--- src/rtl/mem_port_arbiter.sv ---
// Shared narrow memory bus front end: arbitrates fetch and data ports, splits each
// word into BEAT_W beats with a fixed read latency and reassembles the returned data.
module mem_port_arbiter #(
  parameter int ADDR_W = 32,
  parameter int DATA_W = 32,
  parameter int BEAT_W = 8,
  parameter int RD_LAT = 1
) (
  input  logic                  clk,
  input  logic                  rst,
  input  logic                  if_req_i,
  input  logic [ADDR_W-1:0]     if_addr_i,
  output logic [DATA_W-1:0]     if_data_o,
  output logic                  if_done_o,
  input  logic                  mem_req_i,
  input  logic                  mem_we_i,
  input  logic [ADDR_W-1:0]     mem_addr_i,
  input  logic [DATA_W-1:0]     mem_wdata_i,
  input  logic [DATA_W/8-1:0]   mem_sel_i,
  output logic [DATA_W-1:0]     mem_rdata_o,
  output logic                  mem_done_o,
  output logic                  bus_valid_o,
  output logic                  bus_we_o,
  output logic [ADDR_W-1:0]     bus_addr_o,
  output logic [BEAT_W-1:0]     bus_wdata_o,
  input  logic [BEAT_W-1:0]     bus_rdata_i,
  output logic                  stallreq_o
);

  localparam int N     = DATA_W / BEAT_W;
  localparam int BYTES = BEAT_W / 8;
  localparam int CNT_W = $clog2(N + 1);

  typedef enum logic [1:0] {IDLE, IF_XFER, MEM_XFER, DONE} state_t;

  state_t              state_reg, state_next;
  logic [ADDR_W-1:0]   base_reg;
  logic                we_reg;
  logic                served_mem_reg;
  logic [DATA_W-1:0]   wdata_reg;
  logic [DATA_W-1:0]   asm_reg, asm_next;
  logic [DATA_W-1:0]   if_data_reg, mem_rdata_reg;
  logic [N-1:0]        mask_reg, beat_en, wr_onehot;
  logic [CNT_W-1:0]    issue_cnt_reg, ret_cnt_reg, wr_beat, cur_beat;
  logic [RD_LAT-1:0]   pipe_reg, pipe_next;

  logic grant_mem, grant_if, xfer_rd, rd_issue, wr_issue;
  logic capture, last_capture, wr_last;

  // A write beat is needed only when some byte lane inside it is enabled.
  generate
    for (genvar gi = 0; gi < N; gi++) begin : g_beat_en
      assign beat_en[gi] = |mem_sel_i[gi*BYTES +: BYTES];
    end
  endgenerate

  // Tie-break favours the port that was not served most recently.
  assign grant_mem = (state_reg == IDLE) && mem_req_i && (!if_req_i || !served_mem_reg);
  assign grant_if  = (state_reg == IDLE) && if_req_i && !grant_mem;

  assign xfer_rd      = (state_reg == IF_XFER) || ((state_reg == MEM_XFER) && !we_reg);
  assign rd_issue     = xfer_rd && (issue_cnt_reg < CNT_W'(N));
  assign wr_issue     = (state_reg == MEM_XFER) && we_reg && (|mask_reg);
  assign capture      = xfer_rd && pipe_reg[RD_LAT-1];
  assign last_capture = capture && (ret_cnt_reg == CNT_W'(N - 1));
  assign wr_last      = wr_issue && ((mask_reg & ~wr_onehot) == '0);
  assign cur_beat     = we_reg ? wr_beat : issue_cnt_reg;

  // Each pipe bit marks a read beat in flight; the top bit lines up with its data.
  generate
    if (RD_LAT == 1) begin : g_pipe_one
      assign pipe_next = rd_issue;
    end else begin : g_pipe_many
      assign pipe_next = {pipe_reg[RD_LAT-2:0], rd_issue};
    end
  endgenerate

  always_comb begin
    wr_beat   = '0;
    wr_onehot = '0;
    for (int k = N - 1; k >= 0; k--) begin
      if (mask_reg[k]) begin
        wr_beat      = CNT_W'(k);
        wr_onehot    = '0;
        wr_onehot[k] = 1'b1;
      end
    end
  end

  always_comb begin
    asm_next = asm_reg;
    for (int k = 0; k < N; k++) begin
      if (capture && (k == int'(ret_cnt_reg))) begin
        asm_next[k*BEAT_W +: BEAT_W] = bus_rdata_i;
      end
    end
  end

  always_ff @(posedge clk) begin
    if (!rst) begin
      state_reg <= IDLE;
    end else begin
      state_reg <= state_next;
    end
  end

  always_comb begin
    state_next = state_reg;
    case (state_reg)
      IDLE: begin
        if (grant_mem) begin
          state_next = (mem_we_i && (mem_sel_i == '0)) ? DONE : MEM_XFER;
        end else if (grant_if) begin
          state_next = IF_XFER;
        end
      end
      IF_XFER, MEM_XFER: begin
        if (last_capture || wr_last) begin
          state_next = DONE;
        end
      end
      DONE:    state_next = IDLE;
      default: state_next = IDLE;
    endcase
  end

  always_comb begin
    bus_valid_o = 1'b0;
    bus_we_o    = 1'b0;
    bus_addr_o  = '0;
    bus_wdata_o = '0;
    if_done_o   = 1'b0;
    mem_done_o  = 1'b0;
    if (rd_issue || wr_issue) begin
      bus_valid_o = 1'b1;
      bus_we_o    = wr_issue;
      for (int k = 0; k < N; k++) begin
        if (k == int'(cur_beat)) begin
          bus_addr_o = base_reg + ADDR_W'(k * BYTES);
          if (wr_issue) begin
            bus_wdata_o = wdata_reg[k*BEAT_W +: BEAT_W];
          end
        end
      end
    end
    if (state_reg == DONE) begin
      if_done_o  = !served_mem_reg;
      mem_done_o = served_mem_reg;
    end
  end

  always_ff @(posedge clk) begin
    if (!rst) begin
      base_reg       <= '0;
      we_reg         <= 1'b0;
      served_mem_reg <= 1'b0;
      wdata_reg      <= '0;
      asm_reg        <= '0;
      if_data_reg    <= '0;
      mem_rdata_reg  <= '0;
      mask_reg       <= '0;
      issue_cnt_reg  <= '0;
      ret_cnt_reg    <= '0;
      pipe_reg       <= '0;
    end else begin
      pipe_reg <= pipe_next;
      if (grant_mem || grant_if) begin
        served_mem_reg <= grant_mem;
        base_reg       <= grant_mem ? mem_addr_i : if_addr_i;
        we_reg         <= grant_mem && mem_we_i;
        wdata_reg      <= mem_wdata_i;
        mask_reg       <= (grant_mem && mem_we_i) ? beat_en : '0;
        issue_cnt_reg  <= '0;
        ret_cnt_reg    <= '0;
      end
      if (rd_issue) begin
        issue_cnt_reg <= issue_cnt_reg + CNT_W'(1);
      end
      if (wr_issue) begin
        mask_reg <= mask_reg & ~wr_onehot;
      end
      if (capture) begin
        asm_reg     <= asm_next;
        ret_cnt_reg <= ret_cnt_reg + CNT_W'(1);
      end
      if (last_capture) begin
        if (served_mem_reg) begin
          mem_rdata_reg <= asm_next;
        end else begin
          if_data_reg <= asm_next;
        end
      end
    end
  end

  assign if_data_o   = if_data_reg;
  assign mem_rdata_o = mem_rdata_reg;
  assign stallreq_o  = mem_req_i & ~mem_done_o;

endmodule

--- config.mk ---
export PLATFORM = sky130hd
export DESIGN_NAME = mem_port_arbiter
export DESIGN_NICKNAME = d
export VERILOG_FILES = /design/src/rtl/mem_port_arbiter.sv
export SDC_FILE = /design/constraint.sdc
export NUM_CORES = 1
export LEC_CHECK = 0
export ABC_CLOCK_PERIOD_IN_PS = 3900
export BUFFER_PORTS_ARGS = -buffer_cell sky130_fd_sc_hd__clkbuf_2
export CORE_UTILIZATION = 56
export DETAILED_ROUTE_END_ITERATION = 10
export PLACE_DENSITY_LB_ADDON = 0.05
export SLEW_MARGIN = 25
export SYNTH_ARGS = -nofsm -noshare
export SYNTH_HDL_FRONTEND = slang
export SYNTH_SLANG_ARGS = --single-unit
--- constraint.sdc ---
create_clock -name clk -period 3.9 [get_ports clk]
set_input_delay 0.585 -clock clk [delete_from_list [all_inputs] [get_ports clk]]
set_output_delay 0.585 -clock clk [all_outputs]
set_load 0.01 [all_outputs]
==> results of run 1 <==
cells by family after synthesis:
family	count (synthesis)	share of synthesized area, %
buf+inv	110	4.74
fa+ha+maj	15	2.04
simple gates	445	22.5
flops	167	36.3
xor+xnor	21	2.00
mux	62	6.77
compound gates	304	25.7
path summary, 6_finish.rpt:
path             startpoint              end  slack (ps)
max                  we_reg    bus_addr_o[7]         220
min          mem_wdata_i[2]     wdata_reg[2]         390
max reg2reg    state_reg[0]  mem_rdata_o[20]        1410
min reg2reg   if_data_o[25]    if_data_o[25]         460
critical path: stages (launching register included):
cell and delay (ps):
sky130_fd_sc_hd__dfxtp_2 450, sky130_fd_sc_hd__or3b_1 470, sky130_fd_sc_hd__o21a_1 360, sky130_fd_sc_hd__nor2_2 420, sky130_fd_sc_hd__buf_4 290, sky130_fd_sc_hd__a21oi_1 60, sky130_fd_sc_hd__a2111oi_0 400, sky130_fd_sc_hd__clkbuf_2 200
area by class of cell:
| class | count | share of cell area [%] |
|---|---|---|
| Timing Repair Buffer | 246 | 12.1 |
| Clock inverter | 14 | 1.44 |
| Clock buffer | 18 | 3.88 |
| Sequential cell | 167 | 30.2 |
| Inverter | 16 | 0.542 |
| Multi-Input combinational cell | 847 | 49.4 |
| Tap cell | 216 | 2.44 |
layer usage:
metal / part of all wire, % / wire [um] / global-route usage, %
met1: 42 / 11400 / 39.5
met2: 48 / 12900 / 53.0
met3: 6.8 / 1820 / 6.27
met4: 3.1 / 842 / 13.3
met5: 0 / 0 / 0
power by group through the flow:
stage	sequential [mW]	combinational (mW)	clock, mW
final	2.32	1.97	1.69
after CTS	2.31	1.94	1.71
after detailed placement	2.35	1.93	0
after global placement	2.34	1.89	0
after floorplan	2.13	1.46	0
after global routing	2.36	2.16	1.79
through the flow:
step           cell area, um2  util (%)  hold WS [ps]  worst slack [ps]
6_report                11100      69.4           386               223
5_1_grt                 11100      69.4           376              14.5
4_1_cts                 11100      69.4           376               117
3_5_place_dp            10500      65.7           456               596
3_3_place_gp            10400      65.5           449               683
2_1_floorplan            9210         -           444               992
cells in the final DEF (no fill, tap or decap), types with 16 or more instances in the layout:
cell / instances
sky130_fd_sc_hd__nand2_1: 229
sky130_fd_sc_hd__clkbuf_2: 220
sky130_fd_sc_hd__dfxtp_1: 166
sky130_fd_sc_hd__o211a_1: 76
sky130_fd_sc_hd__mux2i_1: 60
sky130_fd_sc_hd__a21boi_0: 53
sky130_fd_sc_hd__nor2_1: 45
sky130_fd_sc_hd__a21oi_1: 39
sky130_fd_sc_hd__nor2b_1: 35
sky130_fd_sc_hd__o21ai_0: 33
sky130_fd_sc_hd__nor3_1: 27
sky130_fd_sc_hd__nand3_1: 26
sky130_fd_sc_hd__buf_4: 23
sky130_fd_sc_hd__nand4_1: 17
sky130_fd_sc_hd__clkbuf_16: 17
sky130_fd_sc_hd__inv_1: 16
cell usage after synthesis, types with 6 or more instances:
cell type / n / area share (%)
sky130_fd_sc_hd__nand4_1: 17 / 1.2
sky130_fd_sc_hd__clkbuf_1: 78 / 3.2
sky130_fd_sc_hd__ha_1: 15 / 2.0
sky130_fd_sc_hd__nor2_1: 46 / 1.9
sky130_fd_sc_hd__nor3_1: 27 / 1.5
sky130_fd_sc_hd__o211a_1: 76 / 8.3
sky130_fd_sc_hd__o211ai_1: 15 / 1.2
sky130_fd_sc_hd__mux2i_1: 60 / 6.5
sky130_fd_sc_hd__dfxtp_1: 167 / 36
sky130_fd_sc_hd__nand3_1: 26 / 1.4
sky130_fd_sc_hd__xnor2_1: 6 / 0.57
sky130_fd_sc_hd__nor4_1: 9 / 0.61
sky130_fd_sc_hd__o2bb2ai_1: 9 / 0.86
sky130_fd_sc_hd__and3_1: 10 / 0.68
sky130_fd_sc_hd__nor2b_1: 36 / 2.4
sky130_fd_sc_hd__xor2_1: 15 / 1.4
sky130_fd_sc_hd__a21oi_1: 40 / 2.2
sky130_fd_sc_hd__and4_1: 8 / 0.76
sky130_fd_sc_hd__buf_1: 7 / 0.29
sky130_fd_sc_hd__and2_1: 12 / 0.82
sky130_fd_sc_hd__o21ai_0: 33 / 1.8
sky130_fd_sc_hd__a211oi_1: 9 / 0.73
sky130_fd_sc_hd__nand2_1: 229 / 9.3
sky130_fd_sc_hd__buf_2: 6 / 0.33
sky130_fd_sc_hd__inv_1: 16 / 0.65
sky130_fd_sc_hd__a21boi_0: 53 / 4.3
repair_timing:
| item | 4_1_cts | 5_1_grt |
|---|---|---|
| setup buffers | 0 | 1 |
| setup endpoints to repair | 0 | 5 |
| resized for setup | 0 | 1 |
==> summary.md, run 1 <==
| Metric | Value |
|---|---|
| Total chip power | 5.99 mW |
| Total power divided by cell area | 541 nW/um2 |
| R2R depth | 7 |
| Pleak | 5.41 nW |
| Count of input and output buffers | 221 |
| Filler Cell Count | 1377 |
| Drt first pass iters | 8 |
| Final ANT Viol Nets | 0 |
| RSZ-0062 raised after global routing | no |
| Achievable clock frequency | 272 MHz |
| Worst vdd ir | 0.420 mV |
| Final cell count without fillers | 1524 |
| Initial antenna violation count | 0 |
| Avg Synthesized Cell Area | 8.19 um2 |
| Clock sinks | 167 |
| Period utilization | 94.3% |
| Io pins | 222 |
| Vias post-DR | 9077 |
| Height of the die | 130 um |
| DR WL/cell | 17.7 um |
| Global routing usage summed across all routing layers | 31.6% |
| Worst endpoint required time | 3310 ps |
| MaxCap Viol Count | 0 |
| Relative contribution of combinational cells to total power | 33.0% |
| Total overflow reported by the global router | 0 |
| Reg power frac | 38.8% |
| Die X-Extent | 130 um |
| Number of enable flip-flop cells after synthesis | 0 |
| Remaining design rule violation count | 0 |
| Worst slew margin relative to its limit | 34.1% |
| Total core area | 15900 um2 |
| Final layout net count | 1423 |
| Relative contribution of the clock network to total power | 28.2% |
| Count of state elements after synthesis | 167 |
| Switching share of power | 38.9% |
| Sequential standard cell area | 3340 um2 |
| Worst-path clk slew | 70 ps |
| Vias in the first global route | 7971 |
| Data arrival time of the critical path | 3090 ps |
| Cell count after synthesis | 1124 |
| Final weighted congestion of routability-driven global placement | 0.997 |
| Yosys warning count | 0 |
| Number of levels in the clock H-tree | 4 |
| Number of distinct standard cells referenced by the synthesized netlist | 70 |
| Floorplan row count | 46 |
| Int Power | 3.66 mW |
| Sequential element share of the synthesized area | 36.3% |
| Most instantiated flip-flop cell in the synthesis netlist | sky130_fd_sc_hd__dfxtp_1 |
| Pin count of the biggest net entering global routing | 89 |
| Synthesized cell area | 9210 um2 |
| Antenna Cells | 0 |
| Actual slew at the worst max-slew pin | 988 ps |
| Endpoint kind of the worst setup timing path | output pin |
| DR iter-0 viols | 776 |
| Number of clock buffers inserted by TritonCTS | 17 |
| Area growth from synthesis to final layout | 20.2% |
| Number of pins with negative max-slew slack in the final report | 0 |
| CP max FO | 15 |
| Proportion of synthesized flip-flops having asynchronous set or reset | 0% |
| Total area of multi-input combinational cells | 5470 um2 |
| Minimum period implied by the final worst setup slack | 3680 ps |
| Clock tree from TritonCTS | yes |
| Total half-perimeter wirelength after legalization and detailed placement | 19200 um |
| Status | finished clean |
| Count of placed standard cells including taps | 1491 |
| Cells on Worst Hold Path | 3 |
| Number of nets in the synthesized netlist | 1252 |
| Initial core utilization | 57.8% |
| Master cell of the clock root buffer | sky130_fd_sc_hd__clkbuf_16 |
| Share of post-route cells with drive strength above 1 | 22.9% |
| TNS Setup | 0 ps |
| Maximum count of clock buffers along a single path | 2 |
| Critical path class | reg2out |
| Wire length of the first global-routing pass | 41300 um |
| Final clock skew | 9.83 ps |
| Wirelength, routed | 27000 um |
| Routed vias/inst | 5.96 |
| Setup-failing EPs final | 0 |
| Critical path launch point type | flip-flop |
| Latest clock arrival within the worst-skew pair | 430 ps |
| Number of buffers inserted for hold repair after clock tree synthesis | 0 |
| Net Sw Power | 2.33 mW |
| DIE AREA | 17000 um2 |
| Final-report hold violation count | 0 |
| Type of the most critical hold path | in2reg |
Power figures use the tool's default switching activity.
==> inputs of run 2 (changes only) <==
--- a/config.mk
+++ b/config.mk
@@ -7,8 +7,10 @@
 export LEC_CHECK = 0
 export ABC_CLOCK_PERIOD_IN_PS = 3900
 export BUFFER_PORTS_ARGS = -buffer_cell sky130_fd_sc_hd__clkbuf_2
+export CORE_ASPECT_RATIO = 0.7
 export CORE_UTILIZATION = 56
 export DETAILED_ROUTE_END_ITERATION = 10
+export GPL_TIMING_DRIVEN = 0
 export PLACE_DENSITY_LB_ADDON = 0.05
 export SLEW_MARGIN = 25
 export SYNTH_ARGS = -nofsm -noshare
==> run 2 against run 1 <==
Net effect:
- total power grew 5.4%
- worst hold slack lost 15 ps
- maximum frequency shrank 3.9%
- die area is essentially flat
- design area grew 1.8%
- critical path depth grew 2
- largest cell class unchanged
==> summary.md, run 2 (synthesis gave the netlist of run 1 again) <==
| Metric | Value |
|---|---|
| Status | finished clean |
| Final-report hold violation count | 0 |
| Pin count of the biggest net entering global routing | 23 |
| Sequential standard cell area | 3340 um2 |
| Share of post-route cells with drive strength above 1 | 20.7% |
| Height of the die | 109 um |
| Endpoint kind of the worst setup timing path | output pin |
| Most common cell after layout, fill and taps aside | sky130_fd_sc_hd__nand2_1 |
| Vias post-DR | 9930 |
| Number of levels in the clock H-tree | 4 |
| Worst-path clk slew | 80 ps |
| Initial core utilization | 58.3% |
| Slowest cell on the critical path | sky130_fd_sc_hd__a2111oi_0 |
| Crit path buf inv count | 3 |
| Clock tree from TritonCTS | yes |
| Highest-count cells in the layout ignoring fill and taps | 229 x sky130_fd_sc_hd__nand2_1, 225 x sky130_fd_sc_hd__clkbuf_2, 167 x sky130_fd_sc_hd__dfxtp_1, 76 x sky130_fd_sc_hd__o211a_1, 71 x sky130_fd_sc_hd__clkbuf_1 |
| Total chip power | 6.31 mW |
| Final weighted congestion of routability-driven global placement | 1.03 |
| Period utilization | 98.1% |
| DIE AREA | 17000 um2 |
| Area growth from synthesis to final layout | 22.3% |
| Global routing usage summed across all routing layers | 38.6% |
| Antenna Cells | 0 |
| Critical path launch point type | flip-flop |
| Critical path's top delay family | compound AO/OA/AOI/OAI gates |
| Final layout net count | 1490 |
| Number of pins with negative max-slew slack in the final report | 0 |
| Io pins | 222 |
| Final core occ | 71.4% |
| Clock sinks | 167 |
| Wirelength, routed | 33100 um |
| Maximum count of clock buffers along a single path | 2 |
| Vias in the first global route | 8726 |
| Crit-path max cell delay | 630 ps |
| Initial antenna violation count | 0 |
| Minimum period implied by the final worst setup slack | 3830 ps |
| Data arrival time of the critical path | 3240 ps |
| CP max FO | 10 |
| Critical path, cell by cell | buf_2 -> or2_2 -> o2111ai_1 -> clkbuf_2 -> nor2_1 -> a211oi_1 -> a2111oi_0 -> a2111oi_0 -> clkbuf_2 |
| Actual slew at the worst max-slew pin | 1190 ps |
| Worst vdd ir | 0.344 mV |
| Number of buffers inserted for hold repair after clock tree synthesis | 0 |
| Total core area | 15800 um2 |
| Critical path class | reg2out |
| Pleak | 5.45 nW |
| Worst slew margin relative to its limit | 20.9% |
| Type of the most critical hold path | in2reg |
| Wire length of the first global-routing pass | 49200 um |
| Floorplan row count | 38 |
| Final clock skew | 15.5 ps |
| Die X-Extent | 155 um |
| Latest clock arrival within the worst-skew pair | 440 ps |
| Final ANT Viol Nets | 0 |
| Total power divided by cell area | 560 nW/um2 |
| Setup-failing EPs final | 0 |
| Total half-perimeter wirelength after legalization and detailed placement | 25200 um |
| Remaining design rule violation count | 0 |
| MaxCap Viol Count | 0 |
| Number of clock buffers inserted by TritonCTS | 17 |
| Filler Cell Count | 1329 |
| Worst endpoint required time | 3310 ps |
| DR WL/cell | 20.7 um |
| DR iter-0 viols | 1093 |
| Total area of multi-input combinational cells | 5450 um2 |
| Count of input and output buffers | 220 |
| Drt first pass iters | 7 |
| Achievable clock frequency | 261 MHz |
| Routed vias/inst | 6.23 |
| Worst reg2reg setup slack | 840 ps |
| Master cell of the clock root buffer | sky130_fd_sc_hd__clkbuf_16 |
| Total overflow reported by the global router | 0 |
-- run 2: final timing paths --
check | from | cells past startpoint | endpoint
worst max-delay path | we_reg | 9 | bus_addr_o[8]
worst min-delay path | mem_wdata_i[10] | 3 | wdata_reg[10]
worst max register to register | state_reg[0] | 12 | if_data_o[21]
worst min register to register | mem_rdata_o[28] | 2 | mem_rdata_o[28]
-- run 2: per-stage QoR --
stage,hold slack (ps),instances,TNS (ps),setup WS (ps),area [um2]
after floorplan,444,1124,0,992,9210
after global placement,452,1564,0,243,10600
after detailed placement,457,1564,0,330,10600
after CTS,365,1596,0,22.1,11200
after global routing,386,1595,-2.47,-2.47,11300
final,371,1595,0,73.1,11300
-- run 2: timing repair --
| item | CTS | global route |
|---|---|---|
| pin swaps | 0 | 1 |
| buffers inserted | 0 | 2 |
| setup endpoints to repair | 1 | 22 |
| gates resized for setup | 1 | 11 |
-- run 2: worst reg2reg max path: cells and delay by family (launching register included) --
kind            cells  cell delay, ps
flops               1             350
fa+ha+maj           1             170
compound gates      2             300
buf+inv             5            1510
simple gates        4             640
-- run 2: per-layer routing --
metal  up-vias  routed length [um]  track usage [%]
met5         -                   0                0
met4         0                 600             9.38
met3        54                4460             10.7
met2       665               12900             53.4
met1      4682               15100             58.3
li1       4529                   -                -
-- run 2: area by class of cell --
class | instances | share of cell area, %
Timing Repair Buffer | 222 | 9.91
Clock inverter | 15 | 2.00
Multi-Input combinational cell | 847 | 48.4
Sequential cell | 167 | 29.7
Inverter | 16 | 0.533
Tap cell | 220 | 2.44
Buffer | 91 | 3.29
Clock buffer | 17 | 3.78
-- run 2: power by group --
| part | total (mW) | leakage (nW) | switching, mW | internal, mW |
|---|---|---|---|---|
| clock network | 1.79 | 0.312 | 0.888 | 0.907 |
| registers | 2.28 | 1.36 | 0.328 | 1.95 |
| logic | 2.24 | 3.78 | 1.46 | 0.778 |
| total | 6.31 | 5.45 | 2.68 | 3.63 |
